<file path="config.mk">
export PLATFORM = sky130hd
export DESIGN_NAME = window_stream_aligner
export DESIGN_NICKNAME = d
export VERILOG_FILES = /design/src/rtl/window_pkg.sv /design/src/rtl/window_stream_aligner_fifo.sv /design/src/rtl/window_stream_aligner.sv
export SDC_FILE = /design/constraint.sdc
export NUM_CORES = 1
export LEC_CHECK = 0
export BUFFER_PORTS_ARGS = -buffer_cell sky130_fd_sc_hd__buf_2
export CAP_MARGIN = 5
export CELL_PAD_IN_SITES_DETAIL_PLACEMENT = 1
export CELL_PAD_IN_SITES_GLOBAL_PLACEMENT = 1
export CORE_UTILIZATION = 51
export DETAILED_ROUTE_END_ITERATION = 8
export PLACE_DENSITY = 0.85
export SYNTH_ARGS = -nofsm -noshare
export SYNTH_HDL_FRONTEND = slang
export SYNTH_HIERARCHICAL = 1
export SYNTH_SLANG_ARGS = --single-unit
</file>
<file path="constraint.sdc">
create_clock -name clk -period 6.4 [get_ports clk]
set_clock_uncertainty 0.05 [all_clocks]
set_input_delay 0.64 -clock clk [delete_from_list [all_inputs] [get_ports clk]]
set_output_delay 0.64 -clock clk [all_outputs]
set_load 0.1 [all_outputs]
</file>
<file path="src/rtl/window_pkg.sv">
// Shared types and helpers for the window stream aligner.
// The struct below describes the default 640x480, 8-bit build.
package window_pkg;

  localparam int DEF_WORD_SIZE = 8;
  localparam int DEF_X_W       = $clog2(640);
  localparam int DEF_Y_W       = $clog2(480);

  typedef struct packed {
    logic signed [DEF_WORD_SIZE-1:0] pixel;
    logic [DEF_X_W-1:0]              x;
    logic [DEF_Y_W-1:0]              y;
    logic                            sof;
    logic                            eol;
    logic                            eof;
  } window_out_t;

  // Number of fully-inside window positions along an edge of the given width.
  function automatic int out_w(input int width, input int k);
    return width - k + 1;
  endfunction

endpackage

</file>
<file path="src/rtl/window_stream_aligner_fifo.sv">
// Synchronous FIFO with a combinational head; a push when full only lands
// if a pop happens in the same cycle.
module sync_fifo #(
  parameter int WIDTH = 8,
  parameter int DEPTH = 16
) (
  input  logic             clk,
  input  logic             reset,
  input  logic             push,
  input  logic             pop,
  input  logic [WIDTH-1:0] din,
  output logic [WIDTH-1:0] dout,
  output logic             full,
  output logic             empty
);

  localparam int AW = $clog2(DEPTH);

  logic [WIDTH-1:0] mem [DEPTH];
  logic [AW-1:0]    wr_ptr;
  logic [AW-1:0]    rd_ptr;
  logic [AW:0]      count;
  logic             do_push;
  logic             do_pop;

  assign full    = (count == (AW+1)'(DEPTH));
  assign empty   = (count == '0);
  assign do_pop  = pop && !empty;
  assign do_push = push && (!full || do_pop);

  always_ff @(posedge clk) begin
    if (reset) begin
      wr_ptr <= '0;
      rd_ptr <= '0;
      count  <= '0;
    end else begin
      if (do_push) wr_ptr <= wr_ptr + 1'b1;
      if (do_pop)  rd_ptr <= rd_ptr + 1'b1;
      count <= count + {{AW{1'b0}}, do_push} - {{AW{1'b0}}, do_pop};
    end
  end

  // NOTE: storage is deliberately not reset; the empty flag masks stale entries.
  always_ff @(posedge clk) begin
    if (do_push) mem[wr_ptr] <= din;
  end

  // Zero the head while empty so the outputs read 0 after reset.
  assign dout = empty ? '0 : mem[rd_ptr];

endmodule

</file>
<file path="src/rtl/window_stream_aligner.sv">
// Keeps results whose KxK window lies fully inside the image, tags them with
// output coordinates and frame markers, and queues them on a ready/valid stream.
module window_stream_aligner
  import window_pkg::*;
#(
  parameter int KERNEL_SIZE = 3,
  parameter int ROW_WIDTH   = 640,
  parameter int NUM_ROWS    = 480,
  parameter int WORD_SIZE   = 8,
  parameter int FIFO_DEPTH  = 16
) (
  input  logic                          clk,
  input  logic                          reset,
  input  logic                          in_valid,
  input  logic                          sof_in,
  input  logic signed [WORD_SIZE-1:0]   pixel_in,
  output logic                          out_valid,
  input  logic                          out_ready,
  output logic signed [WORD_SIZE-1:0]   out_pixel,
  output logic [$clog2(ROW_WIDTH)-1:0]  out_x,
  output logic [$clog2(NUM_ROWS)-1:0]   out_y,
  output logic                          out_sof,
  output logic                          out_eol,
  output logic                          out_eof,
  output logic                          overflow
);

  localparam int X_W = $clog2(ROW_WIDTH);
  localparam int Y_W = $clog2(NUM_ROWS);

  if (out_w(ROW_WIDTH, KERNEL_SIZE) < 1 || out_w(NUM_ROWS, KERNEL_SIZE) < 1) begin : g_bad_kernel
    $error("KERNEL_SIZE must not exceed ROW_WIDTH or NUM_ROWS");
  end
  if (FIFO_DEPTH < 2 || (FIFO_DEPTH & (FIFO_DEPTH - 1)) != 0) begin : g_bad_depth
    $error("FIFO_DEPTH must be a power of two and at least 2");
  end

  // Entry layout follows the module parameters rather than the package defaults.
  typedef struct packed {
    logic signed [WORD_SIZE-1:0] pixel;
    logic [X_W-1:0]              x;
    logic [Y_W-1:0]              y;
    logic                        sof;
    logic                        eol;
    logic                        eof;
  } entry_t;

  logic [X_W-1:0] col, cur_col;
  logic [Y_W-1:0] row, cur_row;
  logic           keep, push, pop, drop, full, empty;
  entry_t         entry, head;

  // A sof beat is position (0,0) regardless of the running count.
  assign cur_col = sof_in ? '0 : col;
  assign cur_row = sof_in ? '0 : row;

  assign keep = in_valid && (cur_row >= Y_W'(KERNEL_SIZE - 1))
                         && (cur_col >= X_W'(KERNEL_SIZE - 1));

  always_comb begin
    entry       = '0;
    entry.pixel = pixel_in;
    entry.x     = cur_col - X_W'(KERNEL_SIZE - 1);
    entry.y     = cur_row - Y_W'(KERNEL_SIZE - 1);
    entry.sof   = (entry.x == '0) && (entry.y == '0);
    entry.eol   = (cur_col == X_W'(ROW_WIDTH - 1));
    entry.eof   = entry.eol && (cur_row == Y_W'(NUM_ROWS - 1));
  end

  always_ff @(posedge clk) begin
    if (reset) begin
      col <= '0;
      row <= '0;
    end else if (in_valid) begin
      if (cur_col == X_W'(ROW_WIDTH - 1)) begin
        col <= '0;
        row <= (cur_row == Y_W'(NUM_ROWS - 1)) ? '0 : cur_row + 1'b1;
      end else begin
        col <= cur_col + 1'b1;
        row <= cur_row;
      end
    end
  end

  assign pop  = out_valid && out_ready;
  assign push = keep && (!full || pop);
  assign drop = keep && full && !pop;

  // A drop on the same beat as a resync still flags, so the loss is not hidden.
  always_ff @(posedge clk) begin
    if (reset)                   overflow <= 1'b0;
    else if (drop)               overflow <= 1'b1;
    else if (in_valid && sof_in) overflow <= 1'b0;
  end

  sync_fifo #(
    .WIDTH ($bits(entry_t)),
    .DEPTH (FIFO_DEPTH)
  ) u_fifo (
    .clk   (clk),
    .reset (reset),
    .push  (push),
    .pop   (pop),
    .din   (entry),
    .dout  (head),
    .full  (full),
    .empty (empty)
  );

  assign out_valid = !empty;
  assign out_pixel = head.pixel;
  assign out_x     = head.x;
  assign out_y     = head.y;
  assign out_sof   = head.sof;
  assign out_eol   = head.eol;
  assign out_eof   = head.eof;

endmodule

</file>
==> results of run 1 <==
[report_power, final]
part | leakage [nW] | total (mW) | switching [mW] | internal, mW
registers | 5.01 | 3.80 | 0.116 | 3.68
logic | 1.92 | 1.54 | 1.07 | 0.469
clock network | 0.780 | 2.92 | 1.24 | 1.68
total | 7.71 | 8.26 | 2.43 | 5.83
[sequential cells by signal, indices dropped and copies added, names as in the netlist, named ones only]
name	cells
u_fifo/wr_ptr	4
col	10
u_fifo/mem	480
u_fifo/count	5
overflow	1
u_fifo/rd_ptr	4
row	9
[worst reg2reg max path: cells and delay by family, from the launching register on]
| family | cells | cell delay (ps) |
|---|---|---|
| fa+ha+maj | 4 | 1130 |
| simple gates | 5 | 1070 |
| compound gates | 5 | 1190 |
| flops | 1 | 440 |
| buf+inv | 4 | 380 |
[metrics by stage]
stage                     area (µm²)  worst slack (ps)  cells  utilization (%)
after floorplan                20830             832.0   1110                -
after global placement         21690              1677   1629            54.21
after detailed placement       21690              1557   1629            54.21
after CTS                      23300              1971   1718            58.25
after global routing           23320              1718   1720            58.30
final                          23320              2013   1720            58.30
[area by class of cell]
type,count,area share (%)
Sequential cell,517,65.02
Multi-Input combinational cell,495,23.00
Clock buffer,62,5.874
Tap cell,525,2.817
Timing Repair Buffer,67,1.808
Clock inverter,27,1.051
Inverter,27,0.4345
[placed cells by master, fill, tap and decap left out, types with 8 or more instances in the layout]
cell       count
xor2_1         9
mux4_2       120
nor3_1        39
ha_1          18
a221o_1       30
a21oi_1       18
nand3_1       10
clkbuf_1       8
o21ai_0       14
clkinv_2       8
nor2b_1        9
clkinv_1       8
clkbuf_16     53
xnor2_1        9
buf_2         44
nand2_1       48
mux2i_1       31
buf_4         20
inv_1         26
dfxtp_1       34
nor2_1        36
edfxtp_1     480
nor2_4        13
[how the worst min path moves through the flow]
stage / to / slack, ps / cells after the start
global placement: flop / 430 / 2
floorplan: flop / 410 / 2
finish: u_fifo/mem[11][27] / 390 / 1
detailed placement: flop / 450 / 2
global route: u_fifo/mem[13][28] / 390 / 1
CTS: u_fifo/mem[0][25] / 380 / 1
[routing by layer]
metal / part of all wire, % / up-vias / wire length, µm / global-route usage, %
li1: - / 4608 / - / -
met1: 39 / 5762 / 19860 / 32.73
met2: 51 / 433 / 25790 / 42.48
met3: 6.1 / 97 / 3090 / 3.874
met4: 3.5 / 0 / 1788 / 10.21
met5: 0 / - / 0 / 0
[logic make-up after synthesis]
| logic type | count (synthesis) |
|---|---|
| AO/OA/AOI/OAI | 90 |
| XOR/XNOR | 18 |
| adder cells (fa/ha/maj) | 19 |
| buffers and inverters | 98 |
| flip-flops | 517 |
| multiplexers | 153 |
| AND/OR/NAND/NOR | 215 |
==> results.md, run 1 <==
* Hold Crit Class: in2reg
* DP Wirelength at 29060 µm
* GRT Overall Usage at 25.12%
* Warning count from the yosys run at 6
* Vias per inst at 6.337
* ANT nets after route at 0
* Latest clock arrival within the worst-skew pair at 590 ps
* Arr. time, crit path at 3700 ps
* Net Count, Synth at 1142
* Min Clock Period, post-route at 4387 ps
* Worst Setup EP: out_y[2]
* Setup TNS at 0 ps
* Post-synthesis mux area share at 14.58%
* Antenna violations before repair at 0
* Flop2flop setup slack at 2080 ps
* CTS root buffer: clkbuf_16
* Worst hold slack at 393.5 ps
* Multi-input logic area at 0.005364 mm²
* DRC at 0
* Worst r2r src: row[1]
* Crit path depth at 6
* Reg2Reg Depth at 18
* EDFF count, synth at 480
* Die X at 204.1 µm
* Layout cells sized above 1 at 24.35%
* Remaining global-route overflow at 0
* Synth top area cells: edfxtp_1, mux4_2, dfxtp_1, mux2i_1, a221o_1
* Register area at 0.01516 mm²
* Postcts setup bufs at 0
* I/O Buffers at 44
* RSZ-0062 raised after global routing: no
* Peak supply drop at 192.7 µV
* Via count of the first global-routing pass at 11790
* Worst Tran Pin Value at 1226 ps
* Clk buf depth at 3
* CTS tree: done
* I/O Pins at 45
* Synth Area in XOR/XNOR at 0.7570%
* Most frequent cell after synthesis: edfxtp_1
* Seq/Total Area, Yosys at 72.77%
* Leak pwr at 7.707 nW
* Post-synth ARST share at 0%
* Post-Route WL at 50540 µm
* Post-synth top cells: edfxtp_1, mux4_2, nor2_1, nand2_1, nor3_1
* CP Capture Type: output pin
* Post-synth top flop: edfxtp_1
* Critical Path Start Type: flop
* Fmax at 227.9 MHz
* Max cap viols at 0
* Cells after Synth at 1110
* Post-synthesis compound-gate area fraction at 3.274%
* Vias at 10900
* Final Hold Vio Count at 0
* Yosys cell types at 62
* Slowest-stage cell, CP: dfxtp_4
* Largest family of logic cells by synthesized area: multiplexers
* Initial Util at 52.05%
* #FFs+latches synth at 517
* Setup-failing EPs final at 0
* Die ar. at 0.04164 mm²
* Resize count post-CTS at 0
* Diode count at 0
* H-tree depth at 2
* Status: finished clean
* Synth Area in Simple Gates at 5.377%
* Cell Chain, Critical Path: buf_12 > mux4_2 > mux2i_1 > nor3_1 > a221o_1 > buf_2
* Buffers and inverters on the worst path at 2
* CP Class: reg2out
* Initial DRC count at 913
* Largest net degree at the start of global routing at 87
* Worst reg2reg endpoint: u_fifo/count[4]
* Clk pin slew, worst setup/hold paths at 60 ps
* Crit path max-delay family: multiplexers
* Yosys top cell area share at 69.21%
* Global-route wire length before repair at 75140 µm
* Gpl congestion at 0.8136
* Drt pass-1 iters at 5
* Crit-path max FO at 86
* Fill cells at 3515
* HP Start: pixel_in[5]
* # hold bufs at CTS at 0
* Drt wl/cell at 29.38 µm
* Fin crit share at 68.55%
* Synth Area in Adders at 1.178%
* Required @ worst endpoint at 5710 ps
* Core ar. at 0.04001 mm²
* Power density over the cells at 354.2 mW/mm²
* Cts bufs inserted at 51
* Slew Viols, Final at 0
* Avg Cell Area, Syn at 18.76 µm²
* Max incr delay on CP at 850 ps
* Die Height at 204.1 µm
* Area delta synth->final at 11.99%
* Post-Syn Area at 0.02082 mm²
* Max-Slew Margin vs Limit at 17.99%
* Total Power at 8.260 mW
* FP Rows at 73
* # clock sinks at 517
* Yosys top cell by area: edfxtp_1
* Final nets at 1191
Note: power is estimated with default switching activity, not from simulation.
==> inputs of run 2 (changes only) <==
--- a/config.mk
+++ b/config.mk
@@ -9,7 +9,7 @@
 export CAP_MARGIN = 5
 export CELL_PAD_IN_SITES_DETAIL_PLACEMENT = 1
 export CELL_PAD_IN_SITES_GLOBAL_PLACEMENT = 1
-export CORE_UTILIZATION = 51
+export CORE_UTILIZATION = 49
 export DETAILED_ROUTE_END_ITERATION = 8
 export PLACE_DENSITY = 0.85
 export SYNTH_ARGS = -nofsm -noshare
==> constraint.sdc (replaced) <==
create_clock -name clk -period 3.8 [get_ports clk]
set_clock_uncertainty 0.05 [all_clocks]
set_input_delay 0.38 -clock clk [delete_from_list [all_inputs] [get_ports clk]]
set_output_delay 0.38 -clock clk [all_outputs]
set_load 0.1 [all_outputs]
==> run 2 against run 1 <==
Net effect:
- flip-flop and latch count stayed put
- global-route usage is 0.081 points higher
- combinational power is 110% higher
- critical path depth stayed put
- via count is 2.9% higher
- routed wire length is 5.6% higher
- clock power is 73% higher
- cell area is 4.3% higher
- register-to-register slack worse by 1900 ps
- die area is 4.0% higher
==> results.md, run 2 (synthesis gave the netlist of run 1 again) <==
* Status: finished clean
* Cell Chain, Critical Path: buf_4 > mux4_2 > mux2i_1 > nor3_1 > a221o_1 > buf_12
* Total Power at 14.55 mW
* Diode count at 0
* Final Hold Vio Count at 0
* Gpl congestion at 0.7992
* Register area at 0.01517 mm²
* Vias at 11219
* Die Height at 208.2 µm
* Slowest-stage cell, CP: dfxtp_2
* Clk buf depth at 3
* Core ar. at 0.04195 mm²
* I/O Pins at 45
* FP Rows at 75
* Worst Tran Pin Value at 1122 ps
* Hold Crit Class: in2reg
* DRC at 0
* CP Capture Type: output pin
* I/O Buffers at 44
* Final nets at 1229
* Peak supply drop at 432.2 µV
* Biggest regs: u_fifo/mem: 480 flops, col: 10 flops, row: 9 flops
* H-tree depth at 2
* GRT Overall Usage at 25.20%
* Global-route wire length before repair at 79210 µm
* Arr. time, crit path at 3270 ps
* Drt wl/cell at 30.03 µm
* Buffers and inverters on the worst path at 2
* Biggest register: u_fifo/mem
* Reg2Reg Depth at 19
* Fmax at 270.2 MHz
* Crit-path max FO at 34
* Via count of the first global-routing pass at 12215
* Die X at 208.2 µm
* Post-Route WL at 53370 µm
* Max incr delay on CP at 1040 ps
* Multi-input logic area at 0.005415 mm²
* CTS root buffer: clkbuf_16
* Clk pin slew, worst setup/hold paths at 60 ps
* DP Wirelength at 28920 µm
* Worst hold stages at 1
* Fin crit share at 97.38%
* Crit path max-delay family: flip-flops
* Slew Viols, Final at 0
* Remaining global-route overflow at 0
* Flop2flop setup slack at 210 ps
* Setup TNS at 0 ps
* Commonest non-fill, non-tap cell in the layout: edfxtp_1
* ANT nets after route at 0
* Layout cells sized above 1 at 27.46%
* Fill cells at 3631
* Drt pass-1 iters at 5
* CP Class: reg2out
* Antenna violations before repair at 0
* Leak pwr at 8.053 nW
* RSZ-0062 raised after global routing: no
* Largest net degree at the start of global routing at 57
* Latest clock arrival within the worst-skew pair at 570 ps
* Power density over the cells at 598.1 mW/mm²
* Required @ worst endpoint at 3370 ps
* Crit path depth at 6
* Min Clock Period, post-route at 3701 ps
* Area delta synth->final at 16.84%
* Setup-failing EPs final at 0
* CTS tree: done
* Cts bufs inserted at 51
* Max-Slew Margin vs Limit at 24.88%
* Postcts setup bufs at 0
* Die ar. at 0.04333 mm²
* Max cap viols at 0
* Worst hold slack at 141.0 ps
* # clock sinks at 517
* Vias per inst at 6.313
* Max FFs per register at 480
* Initial DRC count at 1013
* Commonest cells after routing, fill and taps aside: edfxtp_1, mux4_2, clkbuf_16
* Critical Path Start Type: flop
* Initial Util at 49.65%
[run 2: cell types whose count changed in the layout (fill, tap and decap cells not counted), sizes merged]
| cell | before | now |
|---|---|---|
| clkinvlp | 5 | 7 |
| clkbuf | 62 | 59 |
| bufinv | 4 | 5 |
| buf | 67 | 105 |
| clkinv | 17 | 22 |
[run 2: repair_timing]
item	CTS	global route
resized for setup	0	6
hold buffers	0	0
setup endpoints to repair	0	1
[run 2: path summary, 6_finish.rpt]
check / startpoint / to
worst max-delay path: flop / out_y[7]
worst min-delay path: pixel_in[7] / u_fifo/mem[0][29]
worst max register to register: row[1] / u_fifo/count[4]
worst min register to register: u_fifo/rd_ptr[1] / flop
[run 2: layout make-up]
type                       instances  area share, %
sequential                       517          62.33
inverter                          27         0.4165
multi-input combinational        495          22.26
tap                              539          2.772
clock buffer                      59          5.543
clock inverter                    35          1.291
timing repair buffer             105          5.389
[run 2: through the flow]
stage | setup WS [ps] | area [µm²] | instances | utilization, %
2_1_floorplan | 3.382 | 20930 | 1110 | -
3_3_place_gp | 228.0 | 22650 | 1683 | 54.00
3_5_place_dp | 49.22 | 22650 | 1683 | 54.00
4_1_cts | 52.36 | 24310 | 1777 | 57.97
5_1_grt | 12.48 | 24330 | 1777 | 58.01
6_report | 99.39 | 24330 | 1777 | 58.01
[run 2: routing by layer]
layer	vias to the layer above	wire [µm]	global-route usage (%)
met5	-	0	0
met4	0	1685	9.451
met3	93	3876	4.830
met2	546	27160	42.74
met1	5899	20640	32.41
li1	4681	-	-
[run 2: power breakdown]
| part | switching [mW] | internal (mW) | leakage, nW | total, mW |
|---|---|---|---|---|
| logic | 2.05 | 1.21 | 2.25 | 3.25 |
| registers | 0.0586 | 6.20 | 5.01 | 6.26 |
| clock network | 2.16 | 2.89 | 0.795 | 5.04 |
| total | 4.26 | 10.3 | 8.05 | 14.6 |
